<file path="src/rtl/serial_link_pkg.sv">
// Definitions shared by both ends of the serial link: word width default
// and the receiver FSM state type.
package serial_link_pkg;

  localparam int DEFAULT_WORD_WIDTH = 4;

  typedef enum logic {
    IDLE  = 1'b0,
    SHIFT = 1'b1
  } rx_state_t;

endpackage

</file>
<file path="src/rtl/rx_holding_reg.sv">
// One-entry output buffer for received words; flags a drop when a new word
// arrives while the held word is neither consumed nor consumable this edge.
module rx_holding_reg
  import serial_link_pkg::*;
#(
  parameter int WIDTH = DEFAULT_WORD_WIDTH
) (
  input  logic             clk,
  input  logic             reset,
  input  logic             load_valid,
  input  logic [WIDTH-1:0] load_data,
  input  logic             out_ready,
  output logic [WIDTH-1:0] data_out,
  output logic             valid_out,
  output logic             overrun_set
);

  // Handshake: a word transfers on every rising edge where valid_out=1 and
  // out_ready=1; data_out is held constant while valid_out=1 && out_ready=0.
  logic [WIDTH-1:0] data_q, data_d;
  logic             valid_q, valid_d;
  logic             drop;

  always_comb begin
    data_d  = data_q;
    valid_d = valid_q;
    drop    = 1'b0;
    if (load_valid) begin
      if (!valid_q || out_ready) begin
        data_d  = load_data;
        valid_d = 1'b1;
      end else begin
        drop = 1'b1;
      end
    end else if (valid_q && out_ready) begin
      valid_d = 1'b0;
    end
  end

  always_ff @(posedge clk or posedge reset) begin
    if (reset) begin
      data_q  <= '0;
      valid_q <= 1'b0;
    end else begin
      data_q  <= data_d;
      valid_q <= valid_d;
    end
  end

  assign data_out    = data_q;
  assign valid_out   = valid_q;
  assign overrun_set = drop;

endmodule

</file>
<file path="src/rtl/serial_word_receiver.sv">
// Serial-to-parallel receiver: reassembles MSB-first frames into WIDTH-bit
// words and hands them to a one-entry valid/ready holding register.
module serial_word_receiver
  import serial_link_pkg::*;
#(
  parameter int WIDTH = DEFAULT_WORD_WIDTH
) (
  input  logic             clk,
  input  logic             reset,
  input  logic             bit_valid,
  input  logic             frame_start,
  input  logic             serial_in,
  input  logic             out_ready,
  input  logic             clear_flags,
  output logic [WIDTH-1:0] parallel_out,
  output logic             out_valid,
  output logic             busy,
  output logic             overrun,
  output logic             frame_err
);

  localparam int CW = $clog2(WIDTH + 1);
  localparam logic [CW-1:0] LAST_IDX = CW'(WIDTH - 1);

  rx_state_t        state_q, state_d;
  logic [CW-1:0]    count_q, count_d;
  // Only the first WIDTH-1 bits need storage: the last bit goes straight
  // into the completed word.
  logic [WIDTH-2:0] shift_q, shift_d;
  logic             busy_q, busy_d;
  logic             overrun_q, overrun_d;
  logic             frame_err_q, frame_err_d;
  logic [WIDTH-1:0] shifted;
  logic             word_done;
  logic             frame_abort;
  logic             overrun_set;

  assign shifted = {shift_q, serial_in};

  always_comb begin
    state_d     = state_q;
    count_d     = count_q;
    shift_d     = shift_q;
    word_done   = 1'b0;
    frame_abort = 1'b0;
    if (bit_valid) begin
      case (state_q)
        IDLE: begin
          if (frame_start) begin
            shift_d = shifted[WIDTH-2:0];
            count_d = CW'(1);
            state_d = SHIFT;
          end
        end
        SHIFT: begin
          shift_d = shifted[WIDTH-2:0];
          if (frame_start) begin
            frame_abort = 1'b1;
            count_d     = CW'(1);
          end else if (count_q == LAST_IDX) begin
            word_done = 1'b1;
            count_d   = '0;
            state_d   = IDLE;
          end else begin
            count_d = count_q + CW'(1);
          end
        end
        default: state_d = IDLE;
      endcase
    end
    busy_d = (state_d == SHIFT);

    // A set event on the same edge as clear_flags must win.
    overrun_d   = clear_flags ? 1'b0 : overrun_q;
    frame_err_d = clear_flags ? 1'b0 : frame_err_q;
    if (overrun_set) overrun_d = 1'b1;
    if (frame_abort) frame_err_d = 1'b1;
  end

  always_ff @(posedge clk or posedge reset) begin
    if (reset) begin
      state_q     <= IDLE;
      count_q     <= '0;
      shift_q     <= '0;
      busy_q      <= 1'b0;
      overrun_q   <= 1'b0;
      frame_err_q <= 1'b0;
    end else begin
      state_q     <= state_d;
      count_q     <= count_d;
      shift_q     <= shift_d;
      busy_q      <= busy_d;
      overrun_q   <= overrun_d;
      frame_err_q <= frame_err_d;
    end
  end

  rx_holding_reg #(.WIDTH(WIDTH)) u_hold (
    .clk         (clk),
    .reset       (reset),
    .load_valid  (word_done),
    .load_data   (shifted),
    .out_ready   (out_ready),
    .data_out    (parallel_out),
    .valid_out   (out_valid),
    .overrun_set (overrun_set)
  );

  assign busy      = busy_q;
  assign overrun   = overrun_q;
  assign frame_err = frame_err_q;

endmodule

</file>
<file path="config.mk">
export PLATFORM = sky130hd
export DESIGN_NAME = serial_word_receiver
export DESIGN_NICKNAME = d
export VERILOG_FILES = /design/src/rtl/serial_link_pkg.sv /design/src/rtl/rx_holding_reg.sv /design/src/rtl/serial_word_receiver.sv
export SDC_FILE = /design/constraint.sdc
export NUM_CORES = 1
export LEC_CHECK = 0
export BUFFER_PORTS_ARGS = -buffer_cell sky130_fd_sc_hd__buf_4
export CORE_UTILIZATION = 35
export CTS_CLUSTER_DIAMETER = 100
export DETAILED_ROUTE_END_ITERATION = 8
export HOLD_SLACK_MARGIN = 0.08
export REMOVE_ABC_BUFFERS = 1
export SYNTH_ARGS = -nofsm -noshare
export SYNTH_HDL_FRONTEND = slang
export SYNTH_SLANG_ARGS = --single-unit
</file>
<file path="constraint.sdc">
create_clock -name clk -period 3.3 [get_ports clk]
set_clock_uncertainty 0.05 [all_clocks]
set_input_delay 0.33 -clock clk [delete_from_list [all_inputs] [get_ports clk]]
set_output_delay 0.33 -clock clk [all_outputs]
set_load 0.05 [all_outputs]
</file>
==> results of run 1 <==
==> flip-flops by register name (all words and copies together) (netlist names) <==
name / flops
busy: 1
overrun: 1
u_hold.valid_out: 1
u_hold.data_out: 4
count_q: 3
frame_err: 1
shift_q: 3
==> metal layers <==
metal,part of all wire,vias up
met1,0.49,206
li1,-,200
met4,0,0
met5,0,-
met2,0.44,13
met3,0.065,0
==> synth_stat cells <==
| master | number |
|---|---|
| a21boi_0 | 1 |
| a21o_2 | 1 |
| a22o_1 | 2 |
| a31o_2 | 1 |
| buf_4 | 1 |
| buf_6 | 1 |
| dfrtp_1 | 14 |
| ha_1 | 1 |
| inv_1 | 5 |
| mux2_2 | 3 |
| mux2_4 | 4 |
| nand2_1 | 1 |
| nand2_4 | 1 |
| nand2b_1 | 1 |
| nand2b_4 | 1 |
| nand3_1 | 2 |
| nand3b_1 | 1 |
| o21a_1 | 1 |
| o21ai_0 | 2 |
| o22ai_1 | 2 |
| or3_1 | 1 |
| or4b_4 | 1 |
==> cell type report <==
class                      instances  share of cell area
multi-input combinational         27               0.313
timing repair buffer              15               0.143
clock buffer                       4              0.0452
inverter                           5              0.0234
tap                               25              0.0389
sequential                        14               0.436
==> where the power goes <==
part	internal [mW]	leakage, nW	switching [mW]
logic	0.132	0.202	0.182
clock network	0.0671	0.0210	0.0524
registers	0.229	0.173	0.0452
total	0.427	0.396	0.280
==> placed cells by master, fill, tap and decap left out, drive strengths merged <==
cell / count
or3: 1
mux2: 7
a21o: 1
o21a: 1
ha: 1
nand2: 2
o22ai: 2
or4b: 1
buf: 14
nand3: 2
dlygate4sd3: 1
nand3b: 1
clkbuf: 4
a31o: 1
a21boi: 1
nand2b: 2
dfrtp: 14
o21ai: 2
a22o: 2
inv: 5
==> how the worst max path moves through the flow <==
| stage | from | to | cells after the start | slack (ns) |
|---|---|---|---|---|
| after floorplan | busy$_DFFE_PP0P_ | u_hold.data_out[0]$_DFFE_PP0P_ | 3 | 1.47 |
| after detailed placement | count_q[0]$_DFFE_PP0P_ | u_hold.data_out[1]$_DFFE_PP0P_ | 4 | 1.58 |
| after global placement | count_q[0]$_DFFE_PP0P_ | u_hold.data_out[0]$_DFFE_PP0P_ | 4 | 1.61 |
| after CTS | count_q[0]$_DFFE_PP0P_ | u_hold.data_out[1]$_DFFE_PP0P_ | 4 | 1.56 |
| after global routing | count_q[0]$_DFFE_PP0P_ | u_hold.data_out[2]$_DFFE_PP0P_ | 4 | 1.49 |
| final | count_q[0]$_DFFE_PP0P_ | u_hold.data_out[1]$_DFFE_PP0P_ | 4 | 1.57 |
==> stage by stage <==
stage	area (um^2)	util	hold WS, ns
floorplan	621	-	0.169
global placement	757	0.438	0.359
detailed placement	757	0.438	0.348
CTS	803	0.465	0.180
global route	803	0.465	0.175
finish	803	0.465	0.188
==> cell families after synthesis <==
kind of cell / after synthesis
flops: 14
buf+inv: 7
mux: 7
simple gates: 9
compound gates: 10
fa+ha+maj: 1
==> repair_timing <==
item | in CTS | in global routing
hold buffers | 1 | 0
endpoints found under the setup margin | 0 | 0
endpoints found under the hold margin | 14 | 0
==> worst max-delay path, cell delays in order (launching register included) <==
cell	delay [ns]
dfrtp_1	0.38
ha_1	0.24
nand2b_4	0.07
or4b_4	0.57
mux2_4	0.32
==> impl_metrics.csv, run 1 <==
group,metric,value,unit
status,outcome,"complete, no violations",
yosys,syn_area,639,um^2
cells_and_area,fillers,174,
cells_and_area,antennaDiodeCount,0,
cts,clockBufferDepth,2,
setup_path,crit_type,"register to register",
yosys,synth_fa_ha_area_frac,0.0196,
route,wl_per_cell,11.1,um
cts,cts_resized,0,
cells_and_area,syn_to_final_growth,25.6,%
power_and_ir_drop,p_per_area,881,nW/um^2
worst_hold_path,hp-class,"input pin to register",
floorplan,initial_core_util,0.370,
cells_and_area,final_cells,90,
global_route,met2_usage,0.203,
setup_path,critPathArrivalTime,1.85,ns
setup_path,r2r_start,"count_q[0]$_DFFE_PP0P_",
power_and_ir_drop,power,707,uW
route,first_pass_iters,2,
global_route,grt_pass1_vias,429,
yosys,synth_top_area_frac,0.548,
worst_hold_path,worstHoldEndpoint,"overrun$_DFFE_PP0P_",
global_route,grt_usage,0.132,
yosys,seq_area_frac_synth,0.548,
power_and_ir_drop,peakVddDrop,0.439,mV
global_route,top_usage_layer,"met2",
placement,place_hpwl,761,um
setup_path,rr_worst_depth,4,
setup_path,endpoint_kind,"register",
placement,portBuffers,14,
route,drcViolationCount,0,
cts,clk_pin_slew,0.08,ns
cells_and_area,final-seq-area,350,um^2
setup_path,regToRegSetupSlack,1.57,ns
timing,fin_crit,1.73,ns
yosys,synth_area_leaders,"dfrtp_1 (55%), mux2_4 (9.4%), mux2_2 (5.3%), inv_1 (2.9%), a22o_1 (2.7%)",
yosys,synthXorXnorAreaFrac,0,
cts,cts.sinks,14,
setup_path,startpoint_type,"register",
floorplan,die_area,2000,um^2
timing,tns,0,ns
global_route,grt_util_met1,0.162,
timing,maxSlewViolCount,0,
flow_run,max_cap_violations,0,
route,vias,419,
placement,globalplace.congestion,0.684,
cts,cts_tree,"built",
global_route,grt_overflow,0,
global_route,use_met3,0.0720,
timing,slew_headroom,0.664,
setup_path,required,3.42,ns
cts,cts_root_buffer,"clkbuf_4",
route,viasPerCell,4.66,
timing,fmax,578,MHz
timing,finalSetupViolations,0,
yosys,synth_top_family_by_area,"multiplexers",
route,wl,1000,um
timing,period_share,0.525,
cts,post_cts_buffers,0,
timing,worst_slack,1.57,ns
cts,htree_levels,1,
floorplan,core,1730,um^2
floorplan,num_rows,15,
yosys,muxShareOfSynthArea,0.147,
timing,grt_setup_unrepaired,"false",
cells_and_area,nets,74,
route,ant_nets,0,
yosys,synth_compound_area_frac,0.114,
cells_and_area,multi_input_area,251,um^2
worst_hold_path,hold_depth,2,
placement,placed_cells_incl_taps,85,
timing,finalHoldViolCount,0,
yosys,synth_top_cell_by_area,"dfrtp_1",
power_and_ir_drop,p_leak,0.396,nW
route,drtIter0Drc,4,
floorplan,io-pin-count,15,
yosys,synth_cell_types,22,
placement,pre_cts_slack,1.58,ns
floorplan,die_h,44.7,um
yosys,yosys_warnings,0,
yosys,synth-simple-area-share,0.114,
global_route,grt_max_degree,15,
cts,cts_buffers,3,
yosys,syn_inst,48,
worst_hold_path,holdCritStartpoint,"clear_flags",
global_route,antenna_found_initial,0,
setup_path,worst-path-max-fanout,4,
floorplan,die_w,44.7,um
cells_and_area,drive_gt1_frac,0.462,
cts,clk_latency,0.27,ns
setup_path,r2r_end,"u_hold.data_out[1]$_DFFE_PP0P_",
yosys,syn_avg_cell_area,13.3,um^2
timing,tightest_slew,0.503,ns
global_route,grt_pass1_wl,1860,um
yosys,ys_ff_latch,14,
Power figures use the tool's default switching activity.
==> run 2, diff against run 1 <==
clock period = 1.73 ns   (was 3.3 ns; I/O delays follow)
==> run 2 against run 1 <==
Compared with the run above: clock-buffer cell count unchanged; non-clock buffer count grew 4; sequential cell count is the same; critical path depth unchanged; largest power group unchanged; highest routed layer unchanged.
==> impl_metrics.csv, run 2 (synthesis gave the netlist of run 1 again) <==
group,metric,value,unit
placement,pre_cts_slack,0.00657,ns
route,vias,431,
cells_and_area,postLayoutCellArea,853,um^2
floorplan,die_w,44.7,um
timing,grt_setup_unrepaired,"false",
cts,clk_pin_slew,0.09,ns
timing,slew_headroom,0.646,
setup_path,regToRegSetupSlack,0.05,ns
setup_path,critPathArrivalTime,1.80,ns
cts,cts_root_buffer,"clkbuf_4",
route,drcViolationCount,0,
status,outcome,"complete, no violations",
cts,cts_buffers,3,
floorplan,io-pin-count,15,
route,wl_per_cell,12.9,um
setup_path,required,1.85,ns
timing,period_share,0.972,
timing,fin_crit,1.68,ns
floorplan,num_rows,15,
floorplan,die_h,44.7,um
cells_and_area,largest_reg_flops,4,
timing,finalHoldViolCount,0,
worst_hold_path,worstHoldEndpoint,"count_q[1]$_DFFE_PP0P_",
cts,clk_latency,0.28,ns
setup_path,rr_worst_depth,4,
setup_path,crit_type,"register to register",
timing,maxSlewViolCount,0,
route,ant_nets,0,
placement,place_hpwl,822,um
cts,htree_levels,1,
setup_path,r2r_end,"u_hold.data_out[3]$_DFFE_PP0P_",
timing,tightest_slew,0.530,ns
setup_path,worst-path-max-fanout,4,
cells_and_area,syn_to_final_growth,33.5,%
global_route,grt_overflow,0,
route,viasPerCell,4.59,
cts,clockBufferDepth,2,
setup_path,r2r_start,"count_q[0]$_DFFE_PP0P_",
global_route,grt_pass1_vias,438,
cells_and_area,antennaDiodeCount,0,
cells_and_area,final_cell_mix,"buf_4 (15), dfrtp_1 (14), inv_1 (5)",
timing,fmax,595,MHz
global_route,grt_pass1_wl,1990,um
floorplan,initial_core_util,0.370,
global_route,grt_usage,0.145,
power_and_ir_drop,peakVddDrop,0.796,mV
cells_and_area,drive_gt1_frac,0.464,
setup_path,startpoint_type,"register",
cells_and_area,layout_commonest_cell,"buf_4",
power_and_ir_drop,p_per_area,1660,nW/um^2
placement,globalplace.congestion,0.720,
floorplan,die_area,2000,um^2
timing,finalSetupViolations,0,
route,first_pass_iters,3,
timing,tns,0,ns
global_route,grt_max_degree,15,
cts,cts.sinks,14,
route,wl,1210,um
worst_hold_path,holdCritStartpoint,"bit_valid",
placement,place_area,764,um^2
timing,holdWs,0.125,ns
cts,cts_tree,"built",
placement,portBuffers,14,
cells_and_area,nets,78,
power_and_ir_drop,p_leak,0.413,nW
global_route,antenna_found_initial,0,
setup_path,endpoint_kind,"register",
flow_run,max_cap_violations,0,
route,drtIter0Drc,4,
worst_hold_path,hold_depth,2,
timing,worst_slack,0.0482,ns
worst_hold_path,hp-class,"input pin to register",
floorplan,core,1730,um^2
==> run 2: per-stage QoR <==
step	utilization	instances	power (mW)
after CTS	0.488	94	1.40
final	0.494	94	1.42
after detailed placement	0.443	86	1.15
after floorplan	-	46	0.964
after global placement	0.443	86	1.14
after global routing	0.494	94	1.50
==> run 2: critical path, cell delays in order (launching register included) <==
cell and delay [ns]:
dfrtp_1 0.42, ha_4 0.18, nand2b_4 0.06, or4b_4 0.53
mux2_4 0.32
==> run 2: timing repair <==
item / CTS / global route
pin swaps: 0 / 1
hold endpoints to repair: 18 / 0
setup endpoints to repair: 1 / 4
setup buffers: 0 / 0
hold buffers: 4 / 0
gates resized for setup: 1 / 1
==> run 2: cell type report <==
| class | instances | area (um^2) |
|---|---|---|
| fillers | 173 | 873 |
| repair buffers | 19 | 153 |
| well taps | 25 | 31.3 |
| inverters | 5 | 18.8 |
| flip-flops and latches | 14 | 350 |
| clock buffers | 4 | 36.3 |
| multi-input cells | 27 | 264 |
==> run 2: report_power, final <==
group / internal [mW] / leakage (nW) / switching [mW]
Sequential: 0.436 / 0.173 / 0.0865
Combinational: 0.285 / 0.218 / 0.373
Clock: 0.128 / 0.0210 / 0.110
Total: 0.849 / 0.413 / 0.569
==> run 2: how the worst max path moves through the flow <==
stage,start,end,cells past startpoint
finish,count_q[0]$_DFFE_PP0P_,u_hold.data_out[3]$_DFFE_PP0P_,4
floorplan,busy$_DFFE_PP0P_,u_hold.data_out[0]$_DFFE_PP0P_,3
detailed placement,count_q[0]$_DFFE_PP0P_,u_hold.data_out[3]$_DFFE_PP0P_,4
CTS,count_q[0]$_DFFE_PP0P_,u_hold.data_out[3]$_DFFE_PP0P_,4
global placement,count_q[0]$_DFFE_PP0P_,u_hold.data_out[3]$_DFFE_PP0P_,4
global route,count_q[0]$_DFFE_PP0P_,u_hold.data_out[3]$_DFFE_PP0P_,4
==> run 2: per-layer routing <==
| layer | up-vias | global-route usage | wire [um] |
|---|---|---|---|
| li1 | 209 | - | - |
| met1 | 211 | 0.180 | 568 |
| met2 | 11 | 0.226 | 603 |
| met3 | 0 | 0.0480 | 37 |
| met4 | 0 | 0.0727 | 0 |
| met5 | - | 0 | 0 |
